`src/rtl/control_sequencer.sv`:
```
// control_sequencer
//   Fetch/decode/execute control unit for the alu_system datapath. Fetches a
//   16-bit instruction as two byte reads at PC, decodes BRA/BNE/ADD/LDI/HALT
//   (anything else is a NOP) and steps the datapath through T0..T3.
//   State is the FSM state plus the step counter. Every control output is
//   decoded combinationally from state, step, IR_In, Flags and Reset.
//
// Ports
//   Clock        in   system clock, rising edge
//   Reset        in   synchronous, active-high
//   IR_In[15:0]  in   instruction register contents from the datapath
//   Flags[3:0]   in   {Z,C,N,O}; only Z is used, and only at BNE T2
//   RF_*         out  register-file selects / function / write enables
//   ALU_*        out  ALU function and flag write enable
//   ARF_*        out  address-register-file selects / function / enables
//   IR_LH, IR_Write, Mem_WR, Mem_CS(active-low), DR_E, Mux*Sel, DR_FunSel
//                out  remaining datapath controls
//   Step[2:0]    out  current T-step
//   InstrDone    out  one-cycle pulse on the last step of each instruction
//   Halted       out  high while in HALT
module control_sequencer #(
  parameter logic [4:0] ADD_CODE = 5'b10100,
  parameter logic [5:0] HALT_OP  = 6'h3F
) (
  input  logic        Clock,
  input  logic        Reset,
  input  logic [15:0] IR_In,
  input  logic [3:0]  Flags,
  output logic [2:0]  RF_OutASel,
  output logic [2:0]  RF_OutBSel,
  output logic [2:0]  RF_FunSel,
  output logic [3:0]  RF_RegSel,
  output logic [3:0]  RF_ScrSel,
  output logic [4:0]  ALU_FunSel,
  output logic        ALU_WF,
  output logic [1:0]  ARF_OutCSel,
  output logic [1:0]  ARF_OutDSel,
  output logic [1:0]  ARF_FunSel,
  output logic [2:0]  ARF_RegSel,
  output logic        IR_LH,
  output logic        IR_Write,
  output logic        Mem_WR,
  output logic        Mem_CS,
  output logic        DR_E,
  output logic        MuxDSel,
  output logic [1:0]  MuxASel,
  output logic [1:0]  MuxBSel,
  output logic [1:0]  MuxCSel,
  output logic [1:0]  DR_FunSel,
  output logic [2:0]  Step,
  output logic        InstrDone,
  output logic        Halted
);

  localparam logic [5:0] OP_BRA = 6'h00;
  localparam logic [5:0] OP_BNE = 6'h01;
  localparam logic [5:0] OP_ADD = 6'h02;
  localparam logic [5:0] OP_LDI = 6'h03;

  typedef enum logic [0:0] {
    S_FETCH = 1'b0,
    S_HALT  = 1'b1
  } state_e;

  state_e     state_q, state_d;
  logic [2:0] step_q,  step_d;

  // Instruction fields
  logic [5:0] op;
  logic       add_s;
  logic [1:0] add_rd, add_rs1, add_rs2;
  logic [1:0] ldi_rd;
  logic       flag_z;

  assign op      = IR_In[15:10];
  assign add_s   = IR_In[9];
  assign add_rd  = IR_In[8:7];
  assign add_rs1 = IR_In[6:5];
  assign add_rs2 = IR_In[4:3];
  assign ldi_rd  = IR_In[9:8];
  assign flag_z  = Flags[3];

  // C, N and O are carried on the bus but never steer sequencing.
  logic unused_flags;
  assign unused_flags = ^Flags[2:0];

  // R1 is the MSB of RF_RegSel, so register index n maps to bit (3-n).
  function automatic logic [3:0] rf_onehot(input logic [1:0] rd);
    return 4'b1000 >> rd;
  endfunction

  // ------------------------------------------------------------------
  // Next-state / step sequencing
  // ------------------------------------------------------------------
  always_comb begin
    state_d = state_q;
    step_d  = step_q;
    case (state_q)
      S_FETCH: begin
        case (step_q)
          3'd0: step_d = 3'd1;
          3'd1: step_d = 3'd2;
          3'd2: begin
            if (op == HALT_OP) begin
              // Step stays at 2 while halted.
              state_d = S_HALT;
            end else if (op == OP_ADD) begin
              step_d = 3'd3;
            end else begin
              step_d = 3'd0;
            end
          end
          default: step_d = 3'd0;
        endcase
      end
      S_HALT: begin
        state_d = S_HALT;
        step_d  = step_q;
      end
      default: begin
        state_d = S_FETCH;
        step_d  = 3'd0;
      end
    endcase
  end

  always_ff @(posedge Clock) begin
    if (Reset) begin
      state_q <= S_FETCH;
      step_q  <= '0;
    end else begin
      state_q <= state_d;
      step_q  <= step_d;
    end
  end

  assign Step   = step_q;
  assign Halted = (state_q == S_HALT);

  // ------------------------------------------------------------------
  // Control decode
  // ------------------------------------------------------------------
  always_comb begin
    RF_OutASel  = '0;
    RF_OutBSel  = '0;
    RF_FunSel   = '0;
    RF_RegSel   = '0;
    RF_ScrSel   = '0;
    ALU_FunSel  = '0;
    ALU_WF      = 1'b0;
    ARF_OutCSel = '0;
    ARF_OutDSel = '0;
    ARF_FunSel  = '0;
    ARF_RegSel  = '0;
    IR_LH       = 1'b0;
    IR_Write    = 1'b0;
    Mem_WR      = 1'b0;
    Mem_CS      = 1'b1;
    DR_E        = 1'b0;
    MuxDSel     = 1'b0;
    MuxASel     = '0;
    MuxBSel     = '0;
    MuxCSel     = '0;
    DR_FunSel   = '0;
    InstrDone   = 1'b0;

    if (Reset) begin
      // Clear every architectural register while reset is held.
      ARF_RegSel = '1;
      ARF_FunSel = 2'b11;
      RF_RegSel  = '1;
      RF_FunSel  = 3'b011;
    end else if (state_q == S_FETCH) begin
      case (step_q)
        3'd0, 3'd1: begin
          // Read byte at PC into IR half selected by step, then PC++.
          ARF_OutDSel = 2'b00;
          Mem_CS      = 1'b0;
          Mem_WR      = 1'b0;
          IR_Write    = 1'b1;
          IR_LH       = step_q[0];
          ARF_RegSel  = 3'b100;
          ARF_FunSel  = 2'b01;
        end
        3'd2: begin
          InstrDone = (op != OP_ADD) || (op == HALT_OP);
          case (op)
            OP_BRA: begin
              MuxBSel    = 2'b11;
              ARF_RegSel = 3'b100;
              ARF_FunSel = 2'b10;
            end
            OP_BNE: begin
              if (!flag_z) begin
                MuxBSel    = 2'b11;
                ARF_RegSel = 3'b100;
                ARF_FunSel = 2'b10;
              end
            end
            OP_ADD: begin
              RF_OutASel = {1'b0, add_rs1};
              RF_OutBSel = {1'b0, add_rs2};
              MuxDSel    = 1'b0;
              ALU_FunSel = ADD_CODE;
            end
            OP_LDI: begin
              MuxASel   = 2'b11;
              RF_FunSel = 3'b010;
              RF_RegSel = rf_onehot(ldi_rd);
            end
            default: ;
          endcase
        end
        3'd3: begin
          // Only ADD reaches T3; the done pulse is unconditional so the
          // sequencer always returns to fetch.
          InstrDone = 1'b1;
          if (op == OP_ADD) begin
            RF_OutASel = {1'b0, add_rs1};
            RF_OutBSel = {1'b0, add_rs2};
            MuxDSel    = 1'b0;
            ALU_FunSel = ADD_CODE;
            MuxASel    = 2'b00;
            RF_FunSel  = 3'b010;
            RF_RegSel  = rf_onehot(add_rd);
            ALU_WF     = add_s;
          end
        end
        default: ;
      endcase
    end
  end

endmodule
```
`config.mk`:
```
export PLATFORM = sky130hd
export DESIGN_NAME = control_sequencer
export DESIGN_NICKNAME = d
export VERILOG_FILES = /design/src/rtl/control_sequencer.sv
export SDC_FILE = /design/constraint.sdc
export NUM_CORES = 1
export LEC_CHECK = 0
export CORE_MARGIN = 3
export CORE_UTILIZATION = 30
export CTS_CLUSTER_SIZE = 12
export DETAILED_ROUTE_END_ITERATION = 6
export PLACE_DENSITY = 0.85
export SYNTH_ARGS = -nofsm -noshare
export SYNTH_HDL_FRONTEND = slang
export SYNTH_SLANG_ARGS = --single-unit
```
`constraint.sdc`:
```
create_clock -name Clock -period 5.32 [get_ports Clock]
set_clock_uncertainty 0.2 [all_clocks]
set_input_delay 1.064 -clock Clock [delete_from_list [all_inputs] [get_ports Clock]]
set_output_delay 1.064 -clock Clock [all_outputs]
set_load 0.1 [all_outputs]
```
After elaboration in Yosys (flattened, before gate mapping)

Cells that the tools add are included.

Equal/unequal tests: 9
Shifts and indexed selects: 2
Multiplexer cells: 64
Bitwise gates (word level): 1
Reduce and logical (&&, ||, !) cells: 6

Operators by type and width:

| kind                                             | number |
|---|---|
| 2-to-1 mux 2 bit                                 | 24 |
| 2-to-1 mux 5 bit                                 | 4 |
| 2-to-1 mux 1 bit                                 | 17 |
| 2-to-1 mux 4 bit                                 | 4 |
| one-hot mux 2 bit (2 select lines)               | 4 |
| 2-to-1 mux 3 bit                                 | 5 |
| == test 6 x 2 -> 1 bit (second input constant)   | 2 |
| one-hot mux 3 bit (2 select lines)               | 2 |
| one-hot mux 3 bit (3 select lines)               | 1 |
| one-hot mux 4 bit (2 select lines)               | 1 |
| >> shifter 4 x 2 -> 4 bit (first input constant) | 2 |
| == test 3 x 2 -> 1 bit (second input constant)   | 2 |
| == test 6 x 1 -> 1 bit (second input constant)   | 1 |
| == test 6 bit (second input constant)            | 1 |
| zero test 6 bit                                  | 1 |
| != test 6 x 2 -> 1 bit (second input constant)   | 1 |
| one-hot mux 1 bit (2 select lines)               | 2 |
| OR reduction 2 bit                               | 2 |
| == test 3 x 1 -> 1 bit (second input constant)   | 1 |
| zero test 3 bit                                  | 1 |
| != test 3 bit (second input constant)            | 1 |
| AND reduction 2 bit                              | 1 |
| logical OR 1 bit                                 | 1 |
| NOT 1 bit                                        | 1 |

Register bits: 4
Bits of input ports: 22
Word-level logic and storage cells: 84

Longest topological paths before layout

Depth in word-level cells: 5
Gate-level depth with buffers: 5
Gate-level depth less buffers: 3

Worst setup path after synthesis

No wires, ideal clock.

Path type: register to output
Start point: register step_q[0], in the netlist Step[0]
End point: output port IR_LH
Arrival time: 4,334 ps
Data required time: 4,056 ps
Setup slack: -278 ps
Stages on the path, launching flop included: 3
Buffers on the path: 1
Cells stage by stage: dfxtp_1 > buf_6 > nor4b_1

Cells in the longest elaborated chain, start to end: 5
Elaborated cells on any way between the ends: 6

Ends and longest elaborated chain:

| element                                                   | line | source |
|---|---|---|
| start, declared                                           | 66   | `logic [2:0] step_q, step_d;` |
| start signal, assigned                                    | 133  | `step_q <= step_d;` |
| == test 3 x 1 -> 1 bit or zero test 3 bit (tied branches) | 174  | `case (step_q)` |
| OR reduction 2 bit                                        | 174  |  |
| 2-to-1 mux 1 bit (*)                                      | 174  |  |
| 2-to-1 mux 1 bit (*)                                      | 173  | `end else if (state_q == S_FETCH) begin` |
| 2-to-1 mux 1 bit (*)                                      | 167  | `if (Reset) begin` |
| end, declared                                             | 40   | `output logic IR_LH,` |

Mark *: on every way between the ends. The rest lies on a longest branch, timed or not.

Worst setup path in the final report

Start point: input port IR_In[15]
End point: output port RF_OutBSel[1]

Cells in the longest elaborated chain, start to end: 5

Ends and longest elaborated chain:

| element                | line     | source |
|---|---|---|
| start, declared        | 27       | `input logic [15:0] IR_In,` |
| == test 6 x 2 -> 1 bit | 187, 218 |  |
| 2-to-1 mux 2 bit       | 187, 218 |  |
| 2-to-1 mux 2 bit       | --       |  |
| 2-to-1 mux 2 bit       | 173      |  |
| 2-to-1 mux 2 bit       | 167      |  |
| end, declared          | 30       | `output logic [2:0] RF_OutBSel,` |

No other way between the ends.

==> results.json <==
{
  "r2r_slack_ns": 3.80,
  "dr.pass1.iters": 4,
  "synth_area_um2": 686.9,
  "crit_fanout": 6,
  "grt_use_total_pct": 12.18,
  "synth_top_area_share_pct": 30.60,
  "grt_pass1_wl_um": 2635,
  "min_period_ns": 4.415,
  "worst_slew_pin_slew_ns": 0.9681,
  "status": "finished, final reports clean",
  "die_w_um": 53.85,
  "post-route-period-util_pct": 82.98,
  "setup_tns_ns": 0,
  "grt_pass1_vias": 612,
  "antenna_found_initial": 0,
  "numPortBuffers": 44,
  "htree_levels": 1,
  "yosys-top-cells-area": "buf_4 (31%), dfxtp_1 (8.7%), a311o_2 (6.6%)",
  "design_area_um2": 960.9,
  "path_clk_slew_ns": 0.03,
  "hold_class": "flop to flop",
  "slew_headroom_pct": 35.26,
  "grt_max_degree": 20,
  "initial_core_util_pct": 33.31,
  "holdWs_ns": 0.4314,
  "ctsHoldBuffers": 0,
  "cts_resized": 0,
  "drive_gt1_share_pct": 34.13,
  "yosysTopAreaCell": "buf_4",
  "yosysSeqAreaShare_pct": 8.743,
  "avgViaCountPerCell": 4.719,
  "placed_cell_area_um2": 934.6,
  "drtIter0Drc": 14,
  "clkSinkCount": 3,
  "ant_nets": 0,
  "place.gp.congestion": 0.7526,
  "post-route-util_pct": 46.60,
  "yosysWarnings": 0,
  "routedWlPerCell_um": 11.56,
  "critPathRequiredTime_ns": 4.06,
  "arrival_ns": 3.15,
  "clock_path_buffers": 2,
  "remaining_drc_errors": 0,
  "start_kind": "input pin",
  "slew_violations": 0,
  "cts-root-buf": "clkbuf_4",
  "num_rows": 16,
  "seq_area_um2": 60.06,
  "diodes": 0,
  "fillers": 215,
  "dp_hpwl_um": 1446,
  "nets": 149,
  "p_leak_nw": 0.4501,
  "pin_count": 73,
  "dieArea_mm2": 0.002900,
  "hold_viol_final": 0,
  "wl_um": 1768,
  "maxCapViolCount": 0,
  "syn_inst": 90,
  "gr-total-overflow": 0,
  "synth_cell_types": 36,
  "ys_ff_latch": 3,
  "max_freq_mhz": 226.5,
  "rsz0062_at_grt": "no",
  "clock_latency_ns": 0.24,
  "area_growth_pct": 39.89,
  "pwr_density_cell_mw_per_mm2": 241.1,
  "postCtsSetupRepairBufs": 0,
  "vias": 722,
  "peakVddDrop_mv": 0.1017,
  "p_total_mw": 0.2316,
  "multi_input_area_um2": 454.2,
  "finalSetupViolCount": 0,
  "tritoncts": "built",
  "critPathKind": "input pin to output port",
  "syn_avg_cell_area_um2": 7.632,
  "die_h_um": 53.85,
  "cp-end-kind": "output port",
  "numCtsBuffers": 3,
  "core_area_mm2": 0.002062
}
## worst paths after layout
path	from	to	cells after the start
worst min register to register	Step[0]	Step[0]	2
worst min-delay path	Step[0]	Step[0]	2
worst max-delay path	IR_In[15]	RF_OutBSel[1]	5
worst max register to register	Step[0]	Step[0]	3
## metrics by stage
step	cells	setup slack, ns
4_1_cts	153	0.8927
6_report	153	0.9054
3_3_place_gp	149	0.9513
2_1_floorplan	111	0.4405
3_5_place_dp	149	0.8869
5_1_grt	153	0.6983
## metal layers
layer	part of all wire [%]	global-route usage, %	vias up
met5	0	0	-
met4	1.1	6.809	0
met3	10	1.939	4
met2	51	20.97	47
met1	38	14.12	322
li1	-	-	349
## area by class of cell
type | count | share of cell area, %
clock buffers | 4 | 2.734
inverters | 3 | 1.172
multi-input cells | 72 | 47.27
flip-flops and latches | 3 | 6.250
well taps | 27 | 3.516
repair buffers | 44 | 39.06
## worst max-delay path: stages
cell,delay (ns)
clkdlybuf4s50_1,0.42
nor4_1,0.79
and4_2,0.44
and2_2,0.15
buf_4,0.28
## where the power goes
part | internal [mW] | switching, mW
clock network | 0.0282 | 0.0125
logic | 0.0265 | 0.137
registers | 0.0239 | 0.00373
total | 0.0785 | 0.153
## cells in the final DEF, fill, tap and decap left out
cell type / netlist / layout
a311o_2: 4 / 4
or3_1: 1 / 1
nor4b_2: 1 / 2
clkbuf_1: 0 / 1
nor3b_1: 2 / 2
and4_2: 2 / 2
nand2b_1: 3 / 3
and2_2: 4 / 4
a21boi_0: 1 / 1
nor4_1: 4 / 4
nor2_1: 5 / 5
o21bai_1: 1 / 1
a211oi_1: 1 / 1
buf_4: 28 / 26
or4_1: 1 / 1
nand3b_1: 2 / 2
clkdlybuf4s50_1: 0 / 18
or2_2: 1 / 1
inv_1: 3 / 3
and3_1: 1 / 1
nand3_1: 1 / 1
and4b_1: 1 / 1
conb_1: 1 / 22
dfxtp_1: 3 / 3
o21ai_0: 2 / 2
nor2b_1: 1 / 1
a21oi_1: 1 / 1
clkbuf_4: 0 / 3
a31oi_1: 1 / 1
nand4b_1: 2 / 2
and3_2: 1 / 1
a2111o_1: 1 / 1
o211a_1: 1 / 1
nand2_1: 2 / 2
nor4b_1: 2 / 1
## flip-flops by register name, indices dropped and copies added (netlist names)
register and flops:
Halted 1, Step 2
## logic make-up (layout without fill, tap and decap cells)
family	after synthesis	in the layout	synth area share (%)
AO/OA/AOI/OAI	13	13	16.03
flip-flops	3	3	8.744
other	1	22	0.5459
AND/OR/NAND/NOR	37	37	37.16
buffers and inverters	36	51	37.52
## cell usage after synthesis, drive strengths merged
cell type and count:
buf 31, nor2 5, a311o 4, and2 4, nor4 4, dfxtp 3
inv 3, nand2b 3, nor4b 3, and3 2, and4 2, nand2 2
nand3b 2, nand4b 2, nor3b 2, o21ai 2, a2111o 1, a211oi 1
a21boi 1, a21oi 1, a31oi 1, and4b 1, clkbuf 1, clkdlybuf4s15 1
conb 1, nand3 1, nor2b 1, o211a 1, o21bai 1, or2 1
or3 1, or4 1
Power figures use the tool's default switching activity.
